[src/rtl/serial_frame_tx.sv]
// serial_frame_tx: parallel-in, serial-out frame transmitter.
// Frame on dout, LSB first: start (0), WIDTH data bits, [parity], stop (1).
// Bits advance only on clk edges where the enable bit-rate tick is high.
// Optional parity bit: define SERIAL_FRAME_TX_PARITY_EN (PARITY_ODD selects sense).
module serial_frame_tx #(
    parameter int WIDTH      = 8,
    parameter bit PARITY_ODD = 1'b0
) (
    input  logic             clk,
    input  logic             clear,
    input  logic             enable,
    input  logic             din_valid,
    input  logic [WIDTH-1:0] din,
    output logic             din_ready,
    output logic             dout,
    output logic             busy,
    output logic             done
);

    localparam int CW = $clog2(WIDTH) + 1;

`ifdef SERIAL_FRAME_TX_PARITY_EN
    typedef enum logic [2:0] {S_IDLE, S_START, S_DATA, S_PARITY, S_STOP} state_t;
`else
    typedef enum logic [1:0] {S_IDLE, S_START, S_DATA, S_STOP} state_t;
`endif

    state_t            state_q, state_d;
    logic [WIDTH-1:0]  shreg_q, shreg_d;
    logic [WIDTH-1:0]  shreg_shr;
    logic [CW-1:0]     cnt_q, cnt_d;
    logic              dout_q, dout_d;
    logic              done_q, done_d;
`ifdef SERIAL_FRAME_TX_PARITY_EN
    // Parity of the accepted word, captured at accept so din may change afterwards.
    logic              par_q, par_d;
`else
    logic              unused_parity_odd;
    assign unused_parity_odd = PARITY_ODD;
`endif

    // Next-state and next-output logic; every state holds unless enable ticks.
    always_comb begin
        state_d   = state_q;
        shreg_d   = shreg_q;
        cnt_d     = cnt_q;
        dout_d    = dout_q;
        done_d    = 1'b0;
        shreg_shr = shreg_q >> 1;
`ifdef SERIAL_FRAME_TX_PARITY_EN
        par_d     = par_q;
`endif
        case (state_q)
            S_IDLE: begin
                dout_d = 1'b1;
                // Accept does not wait for enable; the start bit begins right away.
                if (din_valid) begin
                    shreg_d = din;
                    cnt_d   = '0;
                    dout_d  = 1'b0;
                    state_d = S_START;
`ifdef SERIAL_FRAME_TX_PARITY_EN
                    par_d   = (^din) ^ PARITY_ODD;
`endif
                end
            end
            S_START: begin
                if (enable) begin
                    dout_d  = shreg_q[0];
                    state_d = S_DATA;
                end
            end
            S_DATA: begin
                if (enable) begin
                    if (cnt_q == CW'(WIDTH - 1)) begin
`ifdef SERIAL_FRAME_TX_PARITY_EN
                        dout_d  = par_q;
                        state_d = S_PARITY;
`else
                        dout_d  = 1'b1;
                        state_d = S_STOP;
`endif
                    end else begin
                        shreg_d = shreg_shr;
                        dout_d  = shreg_shr[0];
                        cnt_d   = cnt_q + CW'(1);
                    end
                end
            end
`ifdef SERIAL_FRAME_TX_PARITY_EN
            S_PARITY: begin
                if (enable) begin
                    dout_d  = 1'b1;
                    state_d = S_STOP;
                end
            end
`endif
            S_STOP: begin
                if (enable) begin
                    state_d = S_IDLE;
                    done_d  = 1'b1;
                end
            end
            default: begin
                state_d = S_IDLE;
                dout_d  = 1'b1;
            end
        endcase
    end

    // State registers; clear wins over everything and abandons any frame.
    always_ff @(posedge clk) begin
        if (clear) begin
            state_q <= S_IDLE;
            shreg_q <= '0;
            cnt_q   <= '0;
            dout_q  <= 1'b1;
            done_q  <= 1'b0;
`ifdef SERIAL_FRAME_TX_PARITY_EN
            par_q   <= 1'b0;
`endif
        end else begin
            state_q <= state_d;
            shreg_q <= shreg_d;
            cnt_q   <= cnt_d;
            dout_q  <= dout_d;
            done_q  <= done_d;
`ifdef SERIAL_FRAME_TX_PARITY_EN
            par_q   <= par_d;
`endif
        end
    end

    assign din_ready = (state_q == S_IDLE) && !clear;
    assign busy      = (state_q != S_IDLE);
    assign dout      = dout_q;
    assign done      = done_q;

endmodule

[config.mk]
export PLATFORM = sky130hd
export DESIGN_NAME = serial_frame_tx
export DESIGN_NICKNAME = d
export VERILOG_FILES = /design/src/rtl/serial_frame_tx.sv
export SDC_FILE = /design/constraint.sdc
export NUM_CORES = 1
export LEC_CHECK = 0
export ABC_AREA = 0
export CAP_MARGIN = 20
export CORE_ASPECT_RATIO = 0.8
export CORE_MARGIN = 2
export CORE_UTILIZATION = 30
export DETAILED_ROUTE_END_ITERATION = 10
export PLACE_DENSITY_LB_ADDON = 0.1
export SYNTH_ARGS = -nofsm -noshare
export SYNTH_HDL_FRONTEND = slang
export SYNTH_SLANG_ARGS = --single-unit
[constraint.sdc]
create_clock -name clk -period 1.6 [get_ports clk]
set_input_delay 0.32 -clock clk [delete_from_list [all_inputs] [get_ports clk]]
set_output_delay 0.32 -clock clk [all_outputs]
set_load 0.02 [all_outputs]
# Yosys cells after proc, flatten, opt, wreduce, memory -nomap -nowiden
# Cells that the tools add are included.
# Widths: inputs -> output; s select.
[op_classes]
shifts = 0
reduce_logical = 10
bitwise = 1
n_mul = 0
div_mod_pow = 0
n_eq_ne = 10
n_mux = 20
addsub = 1
n_lt_le_gt_ge = 0
[op_table]
columns = ["operator", "count"]
rows = [
  ["$mux 8", 3],
  ["$pmux 8 s2", 1],
  ["$mux 4", 3],
  ["$ne 2x2->1 const B", 6],
  ["$mux 2", 5],
  ["$pmux 2 s4", 1],
  ["$pmux 4 s2", 1],
  ["$mux 1", 5],
  ["$reduce_and 5->1", 1],
  ["$add 4x1->4 const B", 1],
  ["$eq 2x2->1 const B", 2],
  ["$eq 4x3->1 const B", 1],
  ["$reduce_and 4->1", 1],
  ["$reduce_bool 2->1", 2],
  ["$pmux 1 s3", 1],
  ["$reduce_and 3->1", 1],
  ["$reduce_bool 3->1", 1],
  ["$eq 2x1->1 const B", 1],
  ["$logic_not 2->1", 1],
  ["$reduce_or 2->1", 1],
  ["$logic_and 1x1->1", 1],
  ["$logic_not 1->1", 1],
  ["$not 1->1", 1],
]
[totals]
wordCells = 47
register_bits = 16
output_inout_bits = 4
romBits = 0
memories = 0
in_bits = 12
ram_bits = 0
latch_bits = 0

# Longest topological paths before layout
[logic_depth]
ltp_word = 4
depth_mapped = 8
mapped_depth_nobuf = 6

# Worst setup path after synthesis
# OpenSTA, ideal clock, no wires.
[synth_timing]
kind = "register to register"
startpoint = "register state_q[0]"
endpoint = "register cnt_q[3]"
period_less_slack_ns = 1.669
t_required_ns = 1.530
setup_time_ns = 0.070
t_arrival_ns = 1.599
path_stages_with_launch = 7
n_path_buf = 0
setup_slack_ns = -0.069
cell_sequence = "dfxtp_1 inv_1 ha_1 and3b_1 a31oi_4 or4_1 a21oi_1"
[synth_via]
elab_chain_len = 3
word_cells_on_any_way = 8
classes_between = "eq/ne (4); mux (1); reduce/logical (3)"
[synth_rtl]
columns = ["element", "line", "rtl"]
rows = [
  ["start: declaration", "28", "state_t state_q, state_d;"],
  ["start signal: assignment", "123", "state_q <= state_d;"],
  ["$eq 2x2->1 or $logic_not 2->1 (tied branches)", "53", "case (state_q)"],
  ["$ne 2x2->1 (no source line) or $reduce_bool 2->1 (tied branches)", "-", ""],
  ["$reduce_and 4->1 (no source line)", "-", ""],
  ["end signal: assignment", "125", "cnt_q <= cnt_d;"],
  ["end: declaration", "31", "logic [CW-1:0] cnt_q, cnt_d;"],
]
# Several ways; a longest one is shown, not always the timed one.
# A chain may end at the register's enable or synchronous reset.

# Worst setup path in the final report
[layout_timing]
startpoint = "register state_q[0]"
endpoint = "register cnt_q[2]"
# The elaborated chain is that of the path after synthesis.

==> reports/qor.csv <==
metric;value;unit
status;complete, no violations;
Synth async-reset ratio;0;%
worst slew pin tran;236;ps
initial antenna violation count;0;
Via density;4.55;
Initial Util;31.2;%
Power Dens Cells;1830;nW/um^2
leading area contributor after synthesis;dfxtp_1;
hpwl dp;1490;um
number of synthesized flops with an enable pin;0;
first-iteration detailed-routing DRC count;13;
Area growth syn-to-layout;42.8;%
ANT cells;0;
Tot Pwr;2.47;mW
Leak;0.556;nW
grt ovf;0;
Finished Layout Cells;170;
global-route wire length before repair;3480;um
largest cells by area after synthesis;dfxtp_1 34%, ha_1 11%, a211oi_2 9.2%;
final hold slack;461;ps
Syn Nets;118;
Place WS;-209;ps
first-pass detailed-route iteration total;4;
CTS tree;done;
Clock Tree Buf Depth;2;
Die Span Y;54.3;um
# hold bufs at CTS;0;
post-route minimum period;1560;ps
CP max FO;17;
crit-path cells;inv_2 -> ha_2 -> buf_4 -> and3b_2 -> a31o_1 -> buf_12 -> nand4b_1 -> a21oi_1;
hold violation total from the final report;0;
Syn Area/Cell;9.66;sq um
max_slew headroom;84.2;%
Seq/Total Area, Yosys;33.8;%
Mapped Cells;98;
critical path's top delay family;flip-flops;
slowest stage cell, crit path;dfxtp_2;
Max Slew Vio Count;0;
Final nets;151;
Die X-Extent;66.8;um
vias in the first global route;740;
most common cell in the netlist;dfxtp_1;
Clk Latency, worst-skew pair;250;ps
share of cells above drive strength 1;39.2;%
Synth Register Bits;16;
Critical Path End Type;register;
area share of the largest cell type after synthesis;33.8;%
row cnt;18;
top_reg_cell synth;dfxtp_1;
Num Clock Sinks;16;
Final setup viols;0;
slowest stage delay, CP;340;ps
maximum capacitance violations;0;
Yosys Warn Count;0;
Port Buf Inserts;15;
Worst Hold Class;register to register;
core area;3040;sq um
H-tree depth;1;
Top Ports;16;
Buffers & Inverters on Critical Path;3;
die area;3630;sq um
critical path class;register to register;
Critical Path RT;1740;ps
drt total wl;2010;um
crit path DAT;1700;ps
largest net degree at the start of global routing;18;
# DRC;0;
final worst slack;36.9;ps
peak supply drop;758;uV
Achievable Freq;640;MHz
leading cell types by count after synthesis;16 x dfxtp_1, 13 x nor2_1, 8 x ha_1, 8 x mux2i_1, 7 x a211oi_2;
CP Launch Type;register;
period utilisation layout;97.7;%
Tot GR Track Use;13.1;%
root buffer cell;clkbuf_8;
post-synthesis cell area;947;sq um
gp weighted congestion;0.679;
Placed Cells;165;
Distinct cells, synth;29;
Clock Pin Slew Worst Setup and Hold Paths;70;ps
via count;774;
CTS Buf Count;3;
Fin Setup TNS;0;ps
DRT antenna net count;0;
Layout Skew;1.98;ps
RSZ-0062 raised after global routing;yes;
WL/cell;11.8;um
==> power by group <==
| group | internal, mW | switching, mW | leakage, nW |
|---|---|---|---|
| registers | 0.535 | 0.0825 | 0.132 |
| logic | 0.766 | 0.722 | 0.396 |
| clock network | 0.219 | 0.148 | 0.0288 |
==> stage by stage <==
step | utilization [%] | area, sq um
6_report | 44.5 | 1350
5_1_grt | 44.5 | 1350
4_1_cts | 44.3 | 1350
3_5_place_dp | 41.0 | 1250
3_3_place_gp | 41.0 | 1250
2_1_floorplan | - | 951
==> tightest hold or removal path, cell delays in order, from the launching register on <==
cell and delay [ps]:
dfxtp_1 320, nand2_1 50, a21oi_1 50
==> cells by family (layout without fill, tap and decap cells) <==
family,after synthesis,in the layout,share of synthesized area (%)
AND/OR/NAND/NOR,34,34,19.7
adder cells (fa/ha/maj),8,8,10.6
AO/OA/AOI/OAI,22,22,20.7
buffers and inverters,10,42,6.74
flip-flops,16,16,33.8
multiplexers,8,8,8.45
==> per-layer routing <==
metal / routed length, um / GRT usage, % / vias up
li1: - / - / 411
met1: 1020 / 16.7 / 352
met2: 896 / 20.7 / 9
met3: 76 / 5.14 / 2
met4: 13 / 4.08 / 0
met5: 0 / 0 / -
==> area by class of cell <==
type / instances / area [sq um]
well taps: 40 / 50.0
repair buffers: 33 / 300
inverters: 5 / 18.8
flip-flops and latches: 16 / 323
multi-input cells: 72 / 606
fillers: 313 / 1690
clock buffers: 4 / 55.1
==> cell usage in the layout, fill, tap and decap left out, types with 3 or more instances in the layout <==
cell type,Yosys,layout
clkdlybuf4s50_1,0,13
nor2_1,13,6
a21oi_1,6,5
clkbuf_8,0,4
o21ai_0,3,3
ha_1,8,6
nor2_2,0,7
nand3_1,4,4
dfxtp_1,16,14
mux2i_1,8,8
a211oi_2,7,7
inv_1,4,3
buf_4,1,15
nand2_1,5,5
==> flip-flops by register name, indices dropped and copies added (netlist names) <==
name / flops
cnt_q: 4
dout: 1
done: 1
shreg_q: 8
state_q: 2
==> worst paths after layout <==
| kind | startpoint | endpoint | slack, ps | cells past startpoint |
|---|---|---|---|---|
| setup / recovery | state_q[0]$_SDFFE_PP0P_ | cnt_q[2]$_SDFFE_PP0P_ | 40 | 8 |
| hold / removal | shreg_q[7]$_SDFFE_PP0P_ | shreg_q[7]$_SDFFE_PP0P_ | 460 | 2 |
| setup reg to reg | state_q[0]$_SDFFE_PP0P_ | cnt_q[2]$_SDFFE_PP0P_ | 40 | 8 |
| hold reg to reg | shreg_q[7]$_SDFFE_PP0P_ | shreg_q[7]$_SDFFE_PP0P_ | 460 | 2 |
==> what timing repair did <==
action                     CTS  global route
pin swaps                    5             3
setup endpoints to repair   16            16
buffers inserted             1             0
resized for setup           16             6
No activity file was read; power rests on OpenSTA's default activity.
